**src/rtl/mc_ctrl.sv**
```systemverilog
// Multi-cycle RV32I sequencer: FETCH/DECODE/EXEC/MEM/WB control,
// bus timeouts, illegal-opcode trap and retired-instruction counter.
module mc_ctrl #(
  parameter int MEM_TIMEOUT = 16,
  parameter int CNT_W       = 32
) (
  input  logic             clk,
  input  logic             rst,
  input  logic [31:0]      i_Inst_32,
  input  logic             i_BranchTaken,
  input  logic             i_ImemReady,
  input  logic             i_DmemReady,
  output logic             o_ImemReq,
  output logic             o_DmemReq,
  output logic             o_DmemWe,
  output logic             o_IRWrite,
  output logic             o_PCWrite,
  output logic             o_PCSel,
  output logic [1:0]       o_ALUSrc1Sel_2,
  output logic [1:0]       o_ALUSrc2Sel_2,
  output logic             o_RegWrite,
  output logic [1:0]       o_WBSel_2,
  output logic             o_Trap,
  output logic [1:0]       o_TrapCause_2,
  output logic [2:0]       o_State_3,
  output logic [CNT_W-1:0] o_InstRet_CNT
);

  localparam int TW = $clog2(MEM_TIMEOUT);
  localparam logic [TW-1:0] T_LAST = TW'(MEM_TIMEOUT - 1);

  typedef enum logic [2:0] {
    S_IDLE   = 3'd0,
    S_FETCH  = 3'd1,
    S_DECODE = 3'd2,
    S_EXEC   = 3'd3,
    S_MEM    = 3'd4,
    S_WB     = 3'd5,
    S_TRAP   = 3'd7
  } state_t;

  typedef enum logic [3:0] {
    C_LUI, C_AUIPC, C_JAL, C_JALR, C_BR,
    C_LD, C_ST, C_OPI, C_OP, C_FENCE
  } cls_t;

  state_t          state;
  cls_t            cls;
  cls_t            dec_cls;
  logic            dec_ok;
  logic [TW-1:0]   timer;
  logic [1:0]      cause;
  logic [CNT_W-1:0] cnt;
  logic            retire;
  logic [1:0]      sel1;
  logic [1:0]      sel2;
  logic            is_jump;
  logic            unused_inst;

  assign unused_inst = ^i_Inst_32[31:12];
  assign is_jump     = (cls == C_JAL) || (cls == C_JALR);

  always_comb begin
    dec_ok  = 1'b1;
    dec_cls = C_OP;
    case (i_Inst_32[6:0])
      7'b0110111: dec_cls = C_LUI;
      7'b0010111: dec_cls = C_AUIPC;
      7'b1101111: dec_cls = C_JAL;
      7'b1100111: dec_cls = C_JALR;
      7'b1100011: dec_cls = C_BR;
      7'b0000011: dec_cls = C_LD;
      7'b0100011: dec_cls = C_ST;
      7'b0010011: dec_cls = C_OPI;
      7'b0110011: dec_cls = C_OP;
      7'b0001111: dec_cls = C_FENCE;
      default:    dec_ok  = 1'b0;
    endcase
  end

  always_comb begin
    sel1 = 2'd0;
    sel2 = 2'd0;
    case (cls)
      C_OPI, C_LD, C_ST, C_JALR: sel2 = 2'd1;
      C_LUI: begin
        sel1 = 2'd2;
        sel2 = 2'd1;
      end
      C_AUIPC, C_JAL, C_BR: begin
        sel1 = 2'd1;
        sel2 = 2'd1;
      end
      default: ;
    endcase
  end

  always_comb begin
    o_ImemReq      = 1'b0;
    o_IRWrite      = 1'b0;
    o_DmemReq      = 1'b0;
    o_DmemWe       = 1'b0;
    o_PCWrite      = 1'b0;
    o_PCSel        = 1'b0;
    o_ALUSrc1Sel_2 = 2'd0;
    o_ALUSrc2Sel_2 = 2'd0;
    o_RegWrite     = 1'b0;
    o_WBSel_2      = 2'd0;
    o_Trap         = 1'b0;
    retire         = 1'b0;
    case (state)
      S_FETCH: begin
        o_ImemReq = 1'b1;
        o_IRWrite = i_ImemReady;
      end
      S_EXEC: begin
        o_ALUSrc1Sel_2 = sel1;
        o_ALUSrc2Sel_2 = sel2;
        if (cls == C_BR) begin
          o_PCWrite = 1'b1;
          o_PCSel   = i_BranchTaken;
          retire    = 1'b1;
        end else if (cls == C_FENCE) begin
          o_PCWrite = 1'b1;
          retire    = 1'b1;
        end
      end
      S_MEM: begin
        o_ALUSrc1Sel_2 = sel1;
        o_ALUSrc2Sel_2 = sel2;
        o_DmemReq      = 1'b1;
        o_DmemWe       = (cls == C_ST);
        if (i_DmemReady && cls == C_ST) begin
          o_PCWrite = 1'b1;
          retire    = 1'b1;
        end
      end
      S_WB: begin
        o_ALUSrc1Sel_2 = sel1;
        o_ALUSrc2Sel_2 = sel2;
        o_RegWrite     = |i_Inst_32[11:7];
        o_WBSel_2      = (cls == C_LD) ? 2'd1 :
                         is_jump       ? 2'd2 : 2'd0;
        o_PCWrite      = 1'b1;
        o_PCSel        = is_jump;
        retire         = 1'b1;
      end
      S_TRAP: o_Trap = 1'b1;
      default: ;
    endcase
  end

  always_ff @(posedge clk or posedge rst) begin
    if (rst) begin
      state <= S_IDLE;
      cls   <= C_OP;
      timer <= '0;
      cause <= 2'd0;
      cnt   <= '0;
    end else begin
      cnt <= cnt + CNT_W'(retire);
      case (state)
        S_IDLE: begin
          state <= S_FETCH;
          timer <= '0;
        end
        S_FETCH: begin
          if (i_ImemReady) begin
            state <= S_DECODE;
            timer <= '0;
          end else if (timer == T_LAST) begin
            state <= S_TRAP;
            cause <= 2'd2;
          end else begin
            timer <= timer + TW'(1);
          end
        end
        S_DECODE: begin
          if (dec_ok) begin
            cls   <= dec_cls;
            state <= S_EXEC;
          end else begin
            state <= S_TRAP;
            cause <= 2'd1;
          end
        end
        S_EXEC: begin
          timer <= '0;
          case (cls)
            C_BR, C_FENCE: state <= S_FETCH;
            C_LD, C_ST:    state <= S_MEM;
            default:       state <= S_WB;
          endcase
        end
        S_MEM: begin
          if (i_DmemReady) begin
            state <= (cls == C_ST) ? S_FETCH : S_WB;
            timer <= '0;
          end else if (timer == T_LAST) begin
            state <= S_TRAP;
            cause <= 2'd3;
          end else begin
            timer <= timer + TW'(1);
          end
        end
        S_WB: begin
          state <= S_FETCH;
          timer <= '0;
        end
        S_TRAP: state <= S_TRAP;
        default: state <= S_IDLE;
      endcase
    end
  end

  assign o_TrapCause_2 = cause;
  assign o_State_3     = state;
  assign o_InstRet_CNT = cnt;

endmodule
```
**config.mk**
```make
export PLATFORM = sky130hd
export DESIGN_NAME = mc_ctrl
export DESIGN_NICKNAME = d
export VERILOG_FILES = /design/src/rtl/mc_ctrl.sv
export SDC_FILE = /design/constraint.sdc
export NUM_CORES = 1
export LEC_CHECK = 0
export BUFFER_PORTS_ARGS = -buffer_cell sky130_fd_sc_hd__buf_2
export CORE_MARGIN = 2
export CORE_UTILIZATION = 40
export DETAILED_ROUTE_END_ITERATION = 6
export PLACE_DENSITY = 0.72
export SYNTH_ARGS = -nofsm -noshare
export SYNTH_HDL_FRONTEND = slang
export SYNTH_SLANG_ARGS = --single-unit
```
**constraint.sdc**
```tcl
create_clock -name clk -period 6.4 [get_ports clk]
set_input_delay 0.32 -clock clk [delete_from_list [all_inputs] [get_ports clk]]
set_output_delay 0.32 -clock clk [all_outputs]
set_load 0.02 [all_outputs]
```
Word level (Yosys, flattened, before mapping) --
Index checks and enable logic that the tools add are counted.
Cells by class: add/sub/neg operators 2, eq/ne operators 30, reductions and logical operators 17, muxes and demuxes 38
Operator list (count):
- 4-bit case mux with 9 select lines | 1
- 32-bit by 1-bit adder with 32-bit output | 1
- 7-bit by 6-bit equality test with 1-bit output, second input constant | 3
- 7-bit equality test, second input constant | 3
- 2-bit 2-to-1 mux | 10
- 3-bit case mux with 6 select lines | 1
- 4-bit by 3-bit equality test with 1-bit output, second input constant | 4
- 3-bit 2-to-1 mux | 5
- 7-bit by 5-bit equality test with 1-bit output, second input constant | 2
- 1-bit 2-to-1 mux | 12
- 4-bit 2-to-1 mux | 3
- 4-bit case mux with 3 select lines | 1
- 2-bit inequality test, second input constant | 5
- 10-bit OR reduction | 1
- 3-bit equality test, second input constant | 3
- 3-bit OR reduction | 3
- 4-bit by 2-bit equality test with 1-bit output, second input constant | 2
- 4-bit equality test, second input constant | 2
- 8-bit OR reduction | 1
- 7-bit by 2-bit equality test with 1-bit output, second input constant | 1
- 7-bit by 4-bit equality test with 1-bit output, second input constant | 1
- 3-bit by 2-bit equality test with 1-bit output, second input constant | 2
- 2-bit case mux with 3 select lines | 1
- 3-bit case mux with 2 select lines | 1
- 15 further kinds | 18
Storage, ports and cells: word-level logic and storage cells 92, output and inout bits 51, register bits after elaboration 45, bits of input ports 37

Longest topological paths before layout --
Gate-level depths: netlist of run 1.
depth in word-level cells 5, gate-level depth with buffers 11

Worst setup path after synthesis of run 1 --
No wires, ideal clock.
kind register to register, start point reg cls[0], end point reg cnt[24] (netlist: o_InstRet_CNT[24]), stages on the path, launching flop included 12, data arrival time 2881 ps, slack 3390 ps, setup time 130 ps, clock period less this slack 3010 ps, cells stage by stage dfrtp_1 > clkbuf_1 > nor3b_1 > and3_1 > o21ai_0 > o22ai_1 > ha_1 > ha_1 > nand2_1 > nor4_4 > nand4_1 > xnor2_1
On the way: cells in the longest elaborated chain, start to end 5, elaborated cells between the ends (all ways) 9, those cells by class 1 x add/sub; 3 x eq/ne; 4 x mux; 1 x reduce/logical
RTL lines:
- start: declaration | line 48 | cls_t cls;
- start signal: assignment | line 180 | cls <= dec_cls;
- 4-bit equality test / 4-bit by 3-bit equality test with 1-bit output (equally long branches) | line 123, 133
- 1-bit 2-to-1 mux / 1-bit logical AND (equally long branches)
- 1-bit 2-to-1 mux (on tied branches)
- 1-bit case mux with 3 select lines (*)
- named net o_PCWrite | line 17 | output logic o_PCWrite,
- 32-bit by 1-bit adder with 32-bit output (*) | line 161 | cnt <= cnt + CNT_W'(retire);
- end signal: assignment | line 161
- end: declaration | line 53 | logic [CNT_W-1:0] cnt;
The timed path passes the listed nets; every way through them passes the cells marked *. A chain may end at the register's enable or synchronous reset.

Worst setup path after layout of run 1 --
start point reg cls[0], end point reg cnt[28] (netlist: o_InstRet_CNT[28])
On the way: cells in the longest elaborated chain, start to end 5, elaborated cells between the ends (all ways) 9, those cells by class 1 x add/sub; 3 x eq/ne; 4 x mux; 1 x reduce/logical
RTL lines:
- 4-bit equality test / 4-bit by 3-bit equality test with 1-bit output (equally long branches) | line 123, 133
- 1-bit 2-to-1 mux / 1-bit logical AND (equally long branches) | line 123, 133
- 1-bit 2-to-1 mux (on tied branches) | line 119, 133
- 1-bit case mux with 3 select lines (*) | line 111 | case (state)
- 32-bit by 1-bit adder with 32-bit output (*) | line 161
Every way passes the cells marked *; elsewhere a longest branch is shown, timed or not.

==> out/metrics.cfg, run 1 <==
[logic_synthesis]
yosysUniqueCellTypes = 52
synth_nets = 283
netlist.top_cell.by_area = dfrtp_1
ys_top_cells_by_count = dfrtp_1 (44), xnor2_1 (26), nand3_1 (19)
ys.warnings.count = 0
synth_edf_count = 0
syn_area_sq_mm = 0.00248
synth_top_area_frac = 0.445
postSynth.asyncResetShare = 1.00
synth_ff_type = dfrtp_1
avgSynthCellArea_sq_um = 10.2
syn_inst = 243
synthTopCellsByArea = dfrtp_1 (44%), xnor2_1 (9.2%), nand3_1 (3.8%), xor2_1 (2.8%), and3_1 (2.3%)
yosysSeqAreaShare = 0.455
synthMostInstantiatedCell = dfrtp_1
ys_ff_latch = 45

[drt]
wirelength_um = 5230
viasPerCell = 5.27
drt_iter0_drc = 60
vias = 2015
drcViolationCount = 0
postRouteAntennaNets = 0
post_drt_wl_per_cell_um = 13.7
first_pass_iters = 4

[power]
leakagePower_nw = 1.51
vdd_drop_max_v = 0.000134
p_int_w = 0.000522
clkPwrFrac = 0.200
power.density_mw_per_mm2 = 303
power.switching_w = 0.000371
p_comb_frac = 0.352
finalPower_w = 0.000893
p_sw_frac = 0.416
seq_power_share = 0.449

[floorplan]
die_y_um = 82.7
initial_utilization = 0.416
placeableCoreArea_sq_mm = 0.00596
ioPinCount = 88
placementRows = 28
die-area_sq_mm = 0.00684
die_x_um = 82.7

[setup_path]
slowest_delay_ns = 0.54
crit_family = simple AND/OR/NAND/NOR gates
r2r_end = o_InstRet_CNT[28]
crit_type = flip-flop to flip-flop
worst-path-buf-inv = 0
rr_worst_depth = 10
timing.rr.start = cls[0]
critical_path_depth = 10
cp-end-kind = flip-flop
regToRegSetupSlack_ns = 3.28
crit_arrival_ns = 3.31
cp_common_cell = ha_1
cp-start-kind = flip-flop
crit_chain = nor3b_1, and3_1, o21ai_0, o22ai_1, ha_1, ha_1, nand2_1, nor4_4, nand3_1, xnor2_1
required_ns = 6.59
worstPathMaxFanout = 9
crit_slowest_cell = nor4_4

[cts]
clk_latency_ns = 0.30
cts_setup_buffers = 0
cts_tree = done
cts_buffers = 5
cts_resized = 0
cts.htree.levels = 2
cts_buffer_depth = 2
cts_num_sinks = 45
root_buffer = clkbuf_8
clk_pin_slew_ns = 0.09
holdBufCountCts = 0

[min_path]
hold_path.class = input port to asynchronous set/reset pin

[global_routing]
grt_usage = 0.161
gr-usage-met3 = 0.0370
gr-max-usage-layer = met2
grt_pass1_wl_um = 8500
grt_util_met2 = 0.259
met1_usage = 0.218
antenna_found_initial = 0
grt_overflow = 0
first_global_vias = 1837
grt_max_degree = 46

[run_status]
status = finished clean

[sta]
skew_ns = 0.00839
setup_viol = 0
slew_violations = 0
period_needed_ns = 3.12
finalCritPeriodShare = 0.488
timing.fmax_mhz = 320
maxSlewHeadroom = 0.615
worst_pin_slew_ns = 0.577
rsz0062_at_grt = no
hold_viol = 0
tns_ns = 0

[placement]
routabilityCongestion = 0.781
portBuffers = 66
dpl.hpwl_um = 3860

[run]
max-cap-violations = 0

[final_layout]
area_growth_pct = 19.0
finalNetCount = 346
drive_gt1_frac = 0.287
final_util = 0.495
n_antenna_cell = 0
fill_cells = 575

[logic make-up after synthesis]
group                      Yosys count  share of synthesized area
and+or+nand+nor                    102                      0.257
DFF                                 45                      0.455
muxes                                6                     0.0258
adders and majority gates            3                     0.0152
xor gates and xnor gates            34                      0.120
other                                1                    0.00151
AOI/OAI and AO/OA                   34                     0.0935
buffers and inverters               18                     0.0313
[per-stage QoR]
stage	setup slack [ns]	cells	hold slack, ns	cell area [sq um]
final	3.28	382	0.151	2950
after global routing	3.02	382	0.199	2950
after CTS	3.27	382	0.172	2950
after detailed placement	3.29	374	0.460	2860
after global placement	3.24	374	0.457	2860
after floorplan	3.39	243	0.513	2480
[cells in the final DEF, fill, tap and decap left out, types with 2 or more instances in the layout]
cell type,n
ha_1,3
nand3_1,19
a21oi_1,7
inv_1,6
o21bai_1,2
nand2_1,13
nor3b_1,4
nor4_4,2
nand4_4,2
dfrtp_1,44
xnor2_1,26
nor3_1,5
and3_1,9
and3b_1,2
o21ai_0,9
nand2b_1,3
nand4_1,6
mux2_2,3
nor4_1,2
a211oi_1,2
clkbuf_8,5
nor2_1,15
mux2i_1,3
and2_1,3
and4_1,5
nor2b_1,5
buf_2,66
xor2_1,8
[layer usage]
layer  share of wire  routed length, um  vias up
met2            0.44               2310       62
met4           0.011                 55        0
met5               0                  0        -
met3           0.065                341        6
li1                -                  -      990
met1            0.48               2530      957
[power groups by stage]
stage                     combinational (W)  sequential (W)  clock [W]
final                              0.000314        0.000401   0.000178
after floorplan                    0.000214        0.000403          0
after global placement             0.000315        0.000404          0
after CTS                          0.000318        0.000401   0.000184
after global routing               0.000348        0.000412   0.000198
after detailed placement           0.000317        0.000407          0
[worst reg2reg max path, cell delays in order (launching register included)]
cell and delay (ns):
dfrtp_1 0.48, nor3b_1 0.42, and3_1 0.23, o21ai_0 0.07
o22ai_1 0.25, ha_1 0.29, ha_1 0.26, nand2_1 0.13
nor4_4 0.54, nand3_1 0.18, xnor2_1 0.17
[worst max-delay path by stage]
stage / from / to / slack, ns
after global placement: cls[0] / o_InstRet_CNT[24] / 3.24
after global routing: cls[0] / o_InstRet_CNT[28] / 3.02
after detailed placement: cls[0] / o_InstRet_CNT[28] / 3.29
final: cls[0] / o_InstRet_CNT[28] / 3.28
after floorplan: cls[0] / o_InstRet_CNT[24] / 3.39
after CTS: cls[0] / o_InstRet_CNT[28] / 3.27
[registers in the layout (all words and copies together) (netlist names)]
signal         count
o_TrapCause_2      2
o_InstRet_CNT     32
timer              4
o_State_3          3
cls                4
[cell type report]
type | instances | area [sq um] | area share
inverter | 7 | 26.3 | 0.00892
clock buffer | 5 | 68.8 | 0.0234
clock inverter | 3 | 21.3 | 0.00722
tap | 75 | 93.8 | 0.0318
sequential | 45 | 1130 | 0.383
timing repair buffer | 67 | 338 | 0.115
multi-input combinational | 180 | 1270 | 0.431
Power figures use the tool's default switching activity.
==> run 2, diff against run 1 <==
- PLACE_DENSITY: 0.72 -> 0.75
- clock period: 6.4 -> 2.7 ns (I/O delays scaled with it)
==> run 2 against run 1 <==
  * Clock skew decreased by 0.0028 ns
  * Cell area increased by 2.7%
  * Wire length increased by 0.76%
  * Critical path type unchanged
  * Largest cell class unchanged
==> out/metrics.cfg, run 2 (synthesized netlist as in run 1, its figures left out) <==
[placement]
place_area_sq_mm = 0.00291  ; +1.7%
place_ws_ns = 0.133  ; -3.16 ns
routabilityCongestion = 0.817  ; +4.5%
portBuffers = 66  ; unchanged
dpl.hpwl_um = 3900  ; +1.0%
placedCellCount = 379  ; +1.3%

[floorplan]
ioPinCount = 88  ; unchanged
initial_utilization = 0.416  ; unchanged
die-area_sq_mm = 0.00684  ; unchanged
placementRows = 28  ; unchanged
die_x_um = 82.7  ; unchanged
die_y_um = 82.7  ; unchanged
placeableCoreArea_sq_mm = 0.00596  ; unchanged

[global_routing]
grt_overflow = 0  ; unchanged
grt_usage = 0.162  ; +0.000778
grt_pass1_wl_um = 8600  ; +1.1%
first_global_vias = 1936  ; +5.4%
antenna_found_initial = 0  ; unchanged
grt_max_degree = 46  ; unchanged

[final_layout]
layout_common_cells = buf_2 (66), dfrtp_1 (43), xnor2_1 (26), nand3_1 (19), nor2_1 (15)
finalNetCount = 354  ; +2.3%
final_cells = 390  ; +2.1%
final_area_sq_mm = 0.00303  ; +2.7%
n_antenna_cell = 0  ; unchanged
area_growth_pct = 22.2
drive_gt1_frac = 0.314  ; +0.0276
final_common_cell = buf_2
largest_register_ff_count = 32  ; unchanged

[setup_path]
regToRegSetupSlack_ns = 0.25  ; -3.03 ns
crit_chain = and3b_1, o21ai_0, o22ai_2, ha_2, ha_1, nand2_1, nor4_4, buf_4, nand4_1, xnor2_1
crit_slowest_cell = dfstp_2
worstPathMaxFanout = 9  ; unchanged
worst-path-buf-inv = 1  ; +1
crit_type = flip-flop to flip-flop
cp-start-kind = flip-flop
slowest_delay_ns = 0.61  ; +0.07 ns
required_ns = 2.89  ; -3.70 ns
crit_arrival_ns = 2.64  ; -0.67 ns
crit_family = simple AND/OR/NAND/NOR gates
cp-end-kind = flip-flop

[power]
power.density_mw_per_mm2 = 701  ; +130%
finalPower_w = 0.00212  ; +140%
vdd_drop_max_v = 0.000289  ; +120%
leakagePower_nw = 1.55  ; +3.0%

[sta]
period_needed_ns = 2.45  ; -0.669 ns
finalCritPeriodShare = 0.908  ; +0.421
slew_violations = 0  ; unchanged
rsz0062_at_grt = no
maxSlewHeadroom = 0.623  ; +0.00802
setup_ws_ns = 0.247  ; -3.03 ns
setup_viol = 0  ; unchanged
skew_ns = 0.00556  ; -0.00284 ns
worst_pin_slew_ns = 0.565  ; -0.0120 ns
hold_viol = 0  ; unchanged
tns_ns = 0  ; unchanged
timing.fmax_mhz = 408  ; +27%

[drt]
drt_iter0_drc = 72  ; +20%
viasPerCell = 5.23  ; -0.79%
wirelength_um = 5270  ; +0.76%
first_pass_iters = 6  ; +2
vias = 2041  ; +1.3%
postRouteAntennaNets = 0  ; unchanged
drcViolationCount = 0  ; unchanged
post_drt_wl_per_cell_um = 13.5  ; -1.3%

[run_status]
status = finished clean

[cts]
clk_latency_ns = 0.30  ; about the same
root_buffer = clkbuf_8
clk_pin_slew_ns = 0.09  ; about the same
cts.htree.levels = 2  ; unchanged
cts_num_sinks = 45  ; unchanged
cts_tree = done
cts_buffers = 5  ; unchanged
cts_buffer_depth = 2  ; unchanged

[run]
max-cap-violations = 0  ; unchanged

[min_path]
hold_path.class = input port to flip-flop

==> run 2: cell count changes in the layout (fill, tap and decap cells not counted), sizes merged <==
cell / previous run / this run
buf: 67 / 74
dlygate4sd3: 0 / 1
==> run 2: final timing paths <==
check / start / endpoint / cells past startpoint
min: i_DmemReady / o_State_3[0] / 3
max reg2reg: cls[3] / o_InstRet_CNT[24] / 10
max in group asynchronous: rst / cls[2] / 4
min in group asynchronous: rst / o_InstRet_CNT[18] / 4
min reg2reg: o_InstRet_CNT[31] / o_InstRet_CNT[31] / 1
max: cls[3] / o_InstRet_CNT[24] / 10
==> run 2: metrics by stage <==
| stage | util | hold WS (ns) |
|---|---|---|
| detailed placement | 0.488 | 0.318 |
| CTS | 0.504 | 0.203 |
| finish | 0.508 | 0.212 |
| global route | 0.508 | 0.214 |
| floorplan | - | 0.357 |
| global placement | 0.488 | 0.321 |
==> run 2: repair_timing <==
item / in CTS / in global routing
setup buffers: 0 / 2
endpoints found under the setup margin: 0 / 8
gates resized for setup: 0 / 3
hold buffers: 1 / 0
endpoints found under the hold margin: 25 / 0
==> run 2: per-layer routing <==
layer	share of wire	wire length, um	vias up	global-route usage
li1	-	-	1003	-
met1	0.46	2430	978	0.203
met2	0.48	2560	55	0.277
met3	0.047	248	5	0.0359
met4	0.0068	36	0	0.0508
met5	0	0	-	0
==> run 2: worst reg2reg max path: stages, from the launching register on <==
cell and delay [ns]:
dfstp_2 0.61, and3b_1 0.17, o21ai_0 0.11, o22ai_2 0.18, ha_2 0.23, ha_1 0.23
nand2_1 0.13, nor4_4 0.21, buf_4 0.20, nand4_1 0.12, xnor2_1 0.14
==> run 2: layout make-up <==
cell class	instances	area [sq um]
multi-input cells	180	1290
repair buffers	75	400
fillers	555	2930
well taps	75	93.8
flip-flops and latches	45	1130
clock inverters	3	17.5
clock buffers	5	68.8
inverters	7	26.3
==> run 2: power by group <==
part           switching, W  leakage, nW  internal (W)
Combinational      0.000477        0.908      0.000296
Clock              0.000230       0.0439      0.000179
Sequential         0.000166        0.598      0.000774
Total              0.000872         1.55       0.00125
==> run 3, diff against run 2 <==
- CTS_BUF_LIST: not set -> sky130_fd_sc_hd__clkbuf_16
- GPL_ROUTABILITY_DRIVEN: not set -> 0
- MAX_ROUTING_LAYER: not set -> met4
==> run 3 against run 2 <==
  * The run now ends with negative hold slack left
  * Count of clock-buffer cells in the layout stayed put
  * Combinational power hardly changed
  * Non-clock buffer count is 3 lower
  * Die area stayed put
  * Clock power is 44% higher
  * Sequential power hardly changed
  * Wire length is 1.3% higher
  * Register-to-register slack hardly changed
==> out/metrics.cfg, run 3 (synthesized netlist as in run 1, its figures left out) <==
[power]
p_sw_frac = 0.388  ; -0.0234
leakagePower_nw = 1.56  ; +0.68%
p_comb_frac = 0.335  ; -0.029
p_int_w = 0.00141  ; +13%
vdd_drop_max_v = 0.000370  ; +28%
seq_power_share = 0.410  ; -0.033
clkPwrFrac = 0.256  ; +0.063
power.density_mw_per_mm2 = 752  ; +7.4%
power.switching_w = 0.000892  ; +2.3%

[global_routing]
grt_max_degree = 46  ; unchanged
first_global_vias = 1949  ; +0.67%
grt_usage = 0.171  ; +0.00883
grt_pass1_wl_um = 8730  ; +1.5%
grt_overflow = 0  ; unchanged
antenna_found_initial = 0  ; unchanged

[cts]
cts_setup_buffers = 0  ; unchanged
cts_buffer_depth = 2  ; unchanged
clk_pin_slew_ns = 0.06  ; -0.03 ns
clk_latency_ns = 0.28  ; -0.02 ns
cts_num_sinks = 45  ; unchanged
root_buffer = clkbuf_16
cts_tree = done
cts.htree.levels = 2  ; unchanged
cts_buffers = 5  ; unchanged

[placement]
place_area_sq_mm = 0.00291  ; unchanged
dpl.hpwl_um = 3900  ; unchanged
portBuffers = 66  ; unchanged

[floorplan]
placementRows = 28  ; unchanged
placeableCoreArea_sq_mm = 0.00596  ; unchanged
die_x_um = 82.7  ; unchanged
die-area_sq_mm = 0.00684  ; unchanged
ioPinCount = 88  ; unchanged
initial_utilization = 0.416  ; unchanged
die_y_um = 82.7  ; unchanged

[final_layout]
register_area_sq_mm = 0.00113  ; unchanged
final_area_sq_mm = 0.00306  ; +1.0%
layout_common_cells = buf_2 (66), dfrtp_1 (43), xnor2_1 (26), nand3_1 (19), nor2_1 (15)
final_common_cell = buf_2
area_growth_pct = 23.5
drive_gt1_frac = 0.311  ; -0.00339
n_antenna_cell = 0  ; unchanged
finalNetCount = 351  ; -0.85%
fill_cells = 553  ; -0.36%
largest_register_ff_count = 32  ; unchanged
multi_input_area_sq_mm = 0.00129  ; unchanged

[setup_path]
cp-start-kind = flip-flop
slowest_delay_ns = 0.43  ; -0.18 ns
crit_slowest_cell = dfrtp_2
crit_chain = nor3b_4, and3_1, o21ai_0, o22ai_2, ha_2, ha_1, nand2_1, nor4_4, buf_4, nand4_1, xnor2_1
cp-end-kind = flip-flop
required_ns = 2.87  ; -0.02 ns
crit_type = flip-flop to flip-flop
worstPathMaxFanout = 9  ; unchanged
crit_arrival_ns = 2.62  ; -0.02 ns

[run_status]
violations = negative hold slack
status = finished, violations left

[drt]
first_pass_iters = 4  ; -2
viasPerCell = 5.25  ; +0.38%
postRouteAntennaNets = 0  ; unchanged
vias = 2033  ; -0.39%
drt_iter0_drc = 70  ; -2.8%
wirelength_um = 5340  ; +1.3%
post_drt_wl_per_cell_um = 13.8  ; +2.1%
drcViolationCount = 0  ; unchanged

[sta]
period_needed_ns = 2.45  ; -0.00187 ns
hold_viol = 2  ; +2
tns_ns = 0  ; unchanged
timing.fmax_mhz = 408  ; about the same
worst_pin_slew_ns = 0.568  ; +0.00330 ns
whs_ns = -0.00361  ; -0.216 ns
finalCritPeriodShare = 0.908  ; about the same
rsz0062_at_grt = no
setup_viol = 0  ; unchanged
slew_violations = 0  ; unchanged
maxSlewHeadroom = 0.621  ; -0.00220
skew_ns = 0.00306  ; -0.00250 ns

[min_path]
hold_path.class = input port to asynchronous set/reset pin

[run]
max-cap-violations = 0  ; unchanged

## run 3: per-stage QoR
step / instances / power, W / util / hold WS [ns] / worst slack, ns
final: 387 / 0.00230 / 0.513 / -0.00361 / 0.249
after global routing: 387 / 0.00244 / 0.513 / 0.0694 / 0.00727
after CTS: 387 / 0.00232 / 0.512 / 0.0187 / 0.125
after detailed placement: 379 / 0.00173 / 0.488 / 0.318 / 0.133
after global placement: 379 / 0.00171 / 0.488 / 0.321 / 0.175
after floorplan: 243 / 0.00148 / - / 0.357 / 0.00116
## run 3: power by group through the flow
stage / clock network (W) / logic, W / registers [W]
after global routing: 0.000633 / 0.000848 / 0.000962
after detailed placement: 0 / 0.000777 / 0.000950
after global placement: 0 / 0.000768 / 0.000944
after CTS: 0.000604 / 0.000779 / 0.000938
after floorplan: 0 / 0.000518 / 0.000957
final: 0.000588 / 0.000770 / 0.000943
## run 3: worst paths after layout
path                                        start                end  depth (start not counted)  slack [ns]
max in group asynchronous                     rst             cls[2]                          3        2.29
worst max register to register             cls[2]  o_InstRet_CNT[24]                         11        0.25
worst min-delay path                          rst  o_InstRet_CNT[17]                          3      -0.004
worst min register to register  o_InstRet_CNT[31]  o_InstRet_CNT[31]                          1        0.47
worst max-delay path                       cls[2]  o_InstRet_CNT[24]                         11        0.25
min in group clk                      i_DmemReady       o_State_3[0]                          3        0.23
## run 3: what timing repair did
| action | 4_1_cts | 5_1_grt |
|---|---|---|
| endpoints found under the hold margin | 0 | 0 |
| endpoints found under the setup margin | 0 | 8 |
| hold buffers | 0 | 0 |
| resized for setup | 0 | 3 |
## run 3: metal layers
layer,vias to the layer above,share of wire,track usage
met5,-,0,-
li1,999,-,-
met4,0,0.012,0.0541
met2,56,0.48,0.281
met3,5,0.045,0.0402
met1,973,0.47,0.208
## run 3: critical path: cells and delay by family (launching register included)
kind / cells / cell delay (ns)
XOR/XNOR: 1 / 0.14
AO/OA/AOI/OAI: 2 / 0.22
flip-flops: 1 / 0.43
adder cells (fa/ha/maj): 2 / 0.46
buffers and inverters: 1 / 0.21
AND/OR/NAND/NOR: 5 / 0.87
## run 3: area by class of cell
| class | instances | share of cell area |
|---|---|---|
| multi-input cells | 180 | 0.422 |
| repair buffers | 72 | 0.123 |
| clock inverters | 3 | 0.00573 |
| well taps | 75 | 0.0307 |
| inverters | 7 | 0.00859 |
| flip-flops and latches | 45 | 0.369 |
| clock buffers | 5 | 0.0409 |
